`config.mk`:
```
export PLATFORM = sky130hd
export DESIGN_NAME = alu1_src_mux
export DESIGN_NICKNAME = d
export VERILOG_FILES = /design/src/rtl/alu1_src_mux_pkg.sv /design/src/rtl/alu1_src_mux_en_reg.sv /design/src/rtl/alu1_src_mux.sv
export SDC_FILE = /design/constraint.sdc
export NUM_CORES = 1
export LEC_CHECK = 0
export ABC_AREA = 1
export CAP_MARGIN = 20
export CORE_ASPECT_RATIO = 0.75
export CORE_UTILIZATION = 34
export CTS_CLUSTER_DIAMETER = 200
export DETAILED_ROUTE_END_ITERATION = 16
export PLACE_DENSITY_LB_ADDON = 0.2
export RECOVER_POWER = 25
export SYNTH_ARGS = -nofsm -noshare
export SYNTH_HDL_FRONTEND = slang
export SYNTH_SLANG_ARGS = --single-unit
```
`constraint.sdc`:
```
create_clock -name clk -period 0.8 [get_ports clk]
set_input_delay 0.2 -clock clk [delete_from_list [all_inputs] [get_ports clk]]
set_output_delay 0.2 -clock clk [all_outputs]
set_load 0.005 [all_outputs]
```
`src/rtl/alu1_src_mux_pkg.sv`:
```
// Shared ALU operand-select definitions used by the ALU1/ALU2 muxes and the decoder.
// Define ALU1_ZERO_SEL_EN to add the ALU1_ZERO (load zero) source and widen the select to 2 bits.
package alu1_src_mux_pkg;

  localparam int unsigned REG_LEN = 31;

`ifdef ALU1_ZERO_SEL_EN
  localparam int unsigned ALU1_SEL_W = 2;

  typedef enum logic [ALU1_SEL_W-1:0] {
    ALU1_RS   = 2'b00,
    ALU1_PC   = 2'b01,
    ALU1_ZERO = 2'b10
  } alu1_sel_e;
`else
  localparam int unsigned ALU1_SEL_W = 1;

  typedef enum logic [ALU1_SEL_W-1:0] {
    ALU1_RS = 1'b0,
    ALU1_PC = 1'b1
  } alu1_sel_e;
`endif

endpackage

```
`src/rtl/alu1_src_mux_en_reg.sv`:
```
// Generic width-parameterised register with synchronous active-high reset and capture enable.
module en_reg #(
  parameter int unsigned W = 32
) (
  input  logic         clk,
  input  logic         rst,
  input  logic         en_i,
  input  logic [W-1:0] d_i,
  output logic [W-1:0] q_o
);

  logic [W-1:0] q_q;
  logic [W-1:0] q_d;

  always_comb begin
    q_d = q_q;
    if (en_i) begin
      q_d = d_i;
    end
  end

  always_ff @(posedge clk) begin
    if (rst) begin
      q_q <= '0;
    end else begin
      q_q <= q_d;
    end
  end

  assign q_o = q_q;

endmodule

```
`src/rtl/alu1_src_mux.sv`:
```
// ALU operand-1 source select (rs1 / pc, plus zero under ALU1_ZERO_SEL_EN), registered for execute.
module alu1_src_mux
  import alu1_src_mux_pkg::*;
#(
  parameter int unsigned REG_LEN = alu1_src_mux_pkg::REG_LEN
) (
  input  logic                  clk,
  input  logic                  rst,
  input  logic                  en,
  input  logic [ALU1_SEL_W-1:0] alu1_sel,
  input  logic [REG_LEN:0]      rs1_d,
  input  logic [REG_LEN:0]      pc,
  output logic [REG_LEN:0]      alu_in1
);

  logic [REG_LEN:0] alu_in1_d;

  // Reserved encodings fall through to rs1_d.
  always_comb begin
    alu_in1_d = rs1_d;
    case (alu1_sel)
      ALU1_PC:   alu_in1_d = pc;
`ifdef ALU1_ZERO_SEL_EN
      ALU1_ZERO: alu_in1_d = '0;
`endif
      default:   alu_in1_d = rs1_d;
    endcase
  end

  en_reg #(
    .W (REG_LEN + 1)
  ) u_alu_in1_reg (
    .clk  (clk),
    .rst  (rst),
    .en_i (en),
    .d_i  (alu_in1_d),
    .q_o  (alu_in1)
  );

endmodule

```
==> results of run 1 <==
==> per-stage QoR <==
step / utilization / setup TNS, ps
after CTS: 0.611 / -3870
after global placement: 0.585 / -24410
after floorplan: - / 0
after global routing: 0.609 / -4490
final: 0.609 / -3460
after detailed placement: 0.585 / -24800
==> worst max-delay path by stage <==
stage	endpoint	cells past startpoint	from
finish	alu_in1[22]	1	u_alu_in1_reg.q_o[22]$_SDFFE_PP0P_
floorplan	u_alu_in1_reg.q_o[10]$_SDFFE_PP0P_	6	en
global placement	u_alu_in1_reg.q_o[2]$_SDFFE_PP0P_	6	alu1_sel
detailed placement	u_alu_in1_reg.q_o[31]$_SDFFE_PP0P_	6	alu1_sel
global route	alu_in1[22]	1	u_alu_in1_reg.q_o[22]$_SDFFE_PP0P_
CTS	alu_in1[22]	1	u_alu_in1_reg.q_o[22]$_SDFFE_PP0P_
==> what timing repair did <==
item | 4_1_cts | 5_1_grt
buffers inserted | 2 | 1
pin swaps | 0 | 1
gates resized for setup | 175 | 7
gates cloned | 1 | 0
hold buffers | 0 | 0
setup endpoints to repair | 64 | 64
==> final cells by class <==
class,instances,area [sq um]
Sequential cell,32,681
Inverter,33,126
Timing Repair Buffer,109,1050
Tap cell,57,71.3
Multi-Input combinational cell,192,796
Fill cell,468,1810
Clock buffer,7,96.3
==> per-layer routing <==
metal  part of all wire  track usage  up-vias
met3              0.084       0.0721        6
met1               0.45        0.233      804
met2               0.45        0.306       66
li1                   -            -     1005
met4              0.011       0.0572        0
met5                  0            0        -
==> cells by family (layout without fill, tap and decap cells) <==
logic type | Yosys count | after routing | share of synthesized area
buf+inv | 50 | 149 | 0.162
flops | 32 | 32 | 0.376
simple gates | 192 | 192 | 0.462
==> cells in the mapped netlist, drive strengths merged <==
| cell | n | area (sq um) |
|---|---|---|
| inv | 33 | 129 |
| nand2 | 96 | 385 |
| nor2 | 64 | 240 |
| dfxtp | 32 | 641 |
| buf | 17 | 146 |
| nand3 | 32 | 160 |
==> power by group through the flow <==
stage / registers, mW / clock network, mW / logic (mW)
after floorplan: 1.81 / 0 / 0.451
after global placement: 1.80 / 0 / 1.08
after detailed placement: 1.80 / 0 / 1.08
after CTS: 1.80 / 1.37 / 1.07
after global routing: 1.81 / 1.46 / 1.18
final: 1.80 / 1.31 / 1.07
==> run summary, run 1 <==
RR Endpoint = u_alu_in1_reg.q_o[5]$_SDFFE_PP0P_
CP Data Arrival Time = 720 ps
WL/cell = 11.2 um
overall via count from detail_route = 1881
drt via density = 4.37
Starting Density = 0.368
antenna-violating nets left = 0
Critical Path Slowest Stage Cell = dfxtp_2
critical path buffer and inverter count = 1
most common cell after layout, fill and taps aside = nand2_1
clock power share = 0.314
Seq pwr share = 0.431
final worst-path setup slack = -123 ps
Max-cap violations = 0
Largest register FFs = 32
HPWL after detailed placement = 3.20 mm
DP Worst Slack = -581 ps
Pre-antenna DRT Iters = 4
slowest stage delay, CP = 330 ps
synthesized area = 1700 sq um
Placer Congestion = 0.762
non-filler cells, final = 430
worst-path cell chain = buf_2
n_diodes = 0
number of buffers created by CTS = 5
post-route cell area = 2820 sq um
WHS Endpoint = u_alu_in1_reg.q_o[22]$_SDFFE_PP0P_
P_int = 3.14 mW
Root Driver = clkbuf_8
clock skew = 0 ps
# IOs = 100
actual slew at the worst max-slew pin = 379 ps
synth unique cells = 11
TritonCTS clock tree = yes
reg-to-reg setup timing slack = 40 ps
clock sink count = 32
Max Slew Vio Count = 0
CP endpoint kind = output pin
depth of the worst hold-timing path = 5
Power, Total = 4.18 mW
all-layer global routing usage = 0.189
drt drc = 0
buffers from clock root to sink, at most = 2
DRT Wirelength = 4.80 mm
Fin. Hold Viols = 0
antenna violations before repair = 0
Leak = 1.50 nW
Hold Startpoint = rst
WP data required = 600 ps
layout cells sized above 1 = 0.260
net switching power = 1.04 mW
chip width = 83.7 um
Avg Cell Area, Syn = 6.21 sq um
RSZ-0062 raised after global routing = yes
Final nets = 441
Final period util = 1.15
sequential share of the synthesized area = 0.376
first-pass GRT wire length = 7.92 mm
worst hold path class = in -> reg
Final setup viols = 32
cells after synthesis = 274
Clk Latency, worst-skew pair = 270 ps
Final Hold Slack = 380 ps
Slew HR = 0.747
most frequent cells in the layout = nand2_1, clkdlybuf4s50_1, nor2_1
outcome = complete, but fails checks
Max FO, Critical Path = 2
Clk pin slew, worst setup/hold paths = 60 ps
R2R cell count = 5
DRT iter0 DRCs = 55
violated checks = negative setup slack
syn nets = 342
WS Path Type = reg -> out
crit path launch type = flop
pin count of the biggest net entering global routing = 33
Max H-tree Level = 2
die area = 5290 sq um
YS warnings = 0
area growth from synthesis to layout = 65.6%
Combinational Power Share = 0.255
switching share of power = 0.249
core area = 4620 sq um
R2R Path Start = u_alu_in1_reg.q_o[5]$_SDFFE_PP0P_
PwrDens = 1480 nW/um^2
post-place instance area = 2710 sq um
Rows = 21
vias in the first global route = 1702
post-layout min period = 923 ps
register bit count reported by yosys = 32
cell family with most CP delay = flip-flops
Die Height = 63.3 um
Inst Count DP = 419
Peak VDD IR = 749 uV
total gr overflow = 0
FMAX = 1.08 GHz
Port Buffer Count = 99
Power figures use the tool's default switching activity.
==> run 2: changes to the inputs <==
- PLACE_DENSITY: unset -> 0.76
- PLACE_DENSITY_LB_ADDON: 0.2 -> unset
==> run 2 against run 1 <==
Against the previous run:
- the flow still finishes with violations (negative setup slack)
- critical path type unchanged
- largest power group unchanged
- largest cell class unchanged
- register-to-register slack about the same
- wire length increased by 1.3%
- combinational power about the same
- count of clock-buffer cells in the layout decreased by 2
- sequential cell count unchanged
- design area increased by 0.13%
==> run summary, run 2 (synthesis gave the netlist of run 1 again) <==
P_int = 2.95 mW
met3 WL = 565 um
drt via density = 4.48
RSZ-0062 raised after global routing = yes
R2R Path Start = u_alu_in1_reg.q_o[5]$_SDFFE_PP0P_
violated checks = negative setup slack
Rows = 21
pin count of the biggest net entering global routing = 33
# IOs = 100
Final period util = 1.14
Largest register FFs = 32
Max H-tree Level = 2
Peak VDD IR = 686 uV
cell family with most CP delay = flip-flops
worst-path cell chain = buf_6
clock power share = 0.270
TritonCTS clock tree = yes
Post-CTS Hold Buffers = 0
Fin. Hold Viols = 0
Die Height = 63.3 um
WL met2 = 2.06 mm
clock sink count = 32
Seq pwr share = 0.455
Combinational Power Share = 0.275
most frequent cells in the layout = nand2_1, clkdlybuf4s50_1, nor2_1
Max Slew Vio Count = 0
Clk Latency, worst-skew pair = 270 ps
all-layer global routing usage = 0.184
clock skew = 0 ps
antenna-violating nets left = 0
layout cells sized above 1 = 0.259
Max FO, Critical Path = 2
WL/cell = 11.4 um
TNS Setup = -3300 ps
total gr overflow = 0
CP endpoint kind = output pin
DR top layer = met4
area growth from synthesis to layout = 65.8%
WP data required = 600 ps
HPWL after detailed placement = 3.18 mm
chip width = 83.7 um
WS Path Type = reg -> out
Slew HR = 0.842
Starting Density = 0.368
crit path launch type = flop
filler instances = 447
critical path buffer and inverter count = 1
Final setup viols = 32
reg-to-reg setup timing slack = 40 ps
non-filler cells, final = 428
die area = 5290 sq um
Root Driver = clkbuf_8
buffers from clock root to sink, at most = 2
PwrDens = 1400 nW/um^2
switching share of power = 0.255
Final nets = 441
post-layout min period = 911 ps
R2R cell count = 5
Pre-antenna DRT Iters = 4
actual slew at the worst max-slew pin = 237 ps
Worst Setup SP = u_alu_in1_reg.q_o[24]$_SDFFE_PP0P_
outcome = complete, but fails checks
core area = 4620 sq um
Inst Count DP = 419
first-pass GRT wire length = 7.85 mm
Leak = 1.49 nW
Multi-input gate area = 798 sq um
number of buffers created by CTS = 5
drt drc = 0
slowest stage delay, CP = 330 ps
DRT Wirelength = 4.86 mm
final worst-path setup slack = -111 ps
DP Worst Slack = -552 ps
CP Data Arrival Time = 710 ps
antenna violations before repair = 0
Clk pin slew, worst setup/hold paths = 60 ps
Max-cap violations = 0
n_diodes = 0
Placer Congestion = 0.749
Metal-1 WL = 2.23 mm
Final Hold Slack = 378 ps
overall via count from detail_route = 1917
FMAX = 1.10 GHz
Worst Setup EP = alu_in1[24]
Storage cell area = 681 sq um
RR Endpoint = u_alu_in1_reg.q_o[5]$_SDFFE_PP0P_
Port Buffer Count = 99
Levels on crit path = 1
DRT iter0 DRCs = 52
vias in the first global route = 1749
net switching power = 1.01 mW
Critical Path Slowest Stage Cell = dfxtp_2
most common cell after layout, fill and taps aside = nand2_1
worst hold path class = in -> reg
[run 2: routing by layer]
metal,vias up,track usage
li1,1002,-
met1,821,0.222
met2,92,0.298
met3,2,0.0826
met4,0,0.0487
met5,-,0
[run 2: per-stage QoR]
step | utilization | area, sq um | total power [mW]
detailed placement | 0.585 | 2710 | 2.89
floorplan | - | 1700 | 2.26
finish | 0.610 | 2820 | 3.96
global route | 0.610 | 2820 | 4.21
CTS | 0.600 | 2770 | 3.98
global placement | 0.585 | 2710 | 2.88
[run 2: worst min-delay path by stage]
stage,start,end,slack (ps),depth (start not counted)
after CTS,en,u_alu_in1_reg.q_o[17]$_SDFFE_PP0P_,420,5
after detailed placement,u_alu_in1_reg.q_o[12]$_SDFFE_PP0P_,u_alu_in1_reg.q_o[12]$_SDFFE_PP0P_,540,4
after floorplan,rst,u_alu_in1_reg.q_o[30]$_SDFFE_PP0P_,350,3
final,rst,u_alu_in1_reg.q_o[29]$_SDFFE_PP0P_,380,5
after global routing,rst,u_alu_in1_reg.q_o[9]$_SDFFE_PP0P_,400,5
after global placement,u_alu_in1_reg.q_o[28]$_SDFFE_PP0P_,u_alu_in1_reg.q_o[28]$_SDFFE_PP0P_,540,4
[run 2: repair_timing]
item	in CTS	in global routing
gates resized for setup	172	14
buffers inserted	2	0
cloned	1	1
pin swaps	0	1
setup endpoints to repair	64	63
[run 2: power groups by stage]
stage	Clock [mW]	Sequential [mW]	Combinational (mW)
after global placement	0	1.80	1.08
final	1.07	1.80	1.09
after detailed placement	0	1.81	1.09
after floorplan	0	1.81	0.451
after global routing	1.19	1.82	1.20
after CTS	1.12	1.80	1.06
[run 2: layout make-up]
type                       instances  share of cell area
sequential                        32               0.241
clock buffer                       5              0.0244
inverter                          33              0.0532
timing repair inverter             1             0.00310
tap                               57              0.0253
multi-input combinational        192               0.283
timing repair buffer             108               0.370
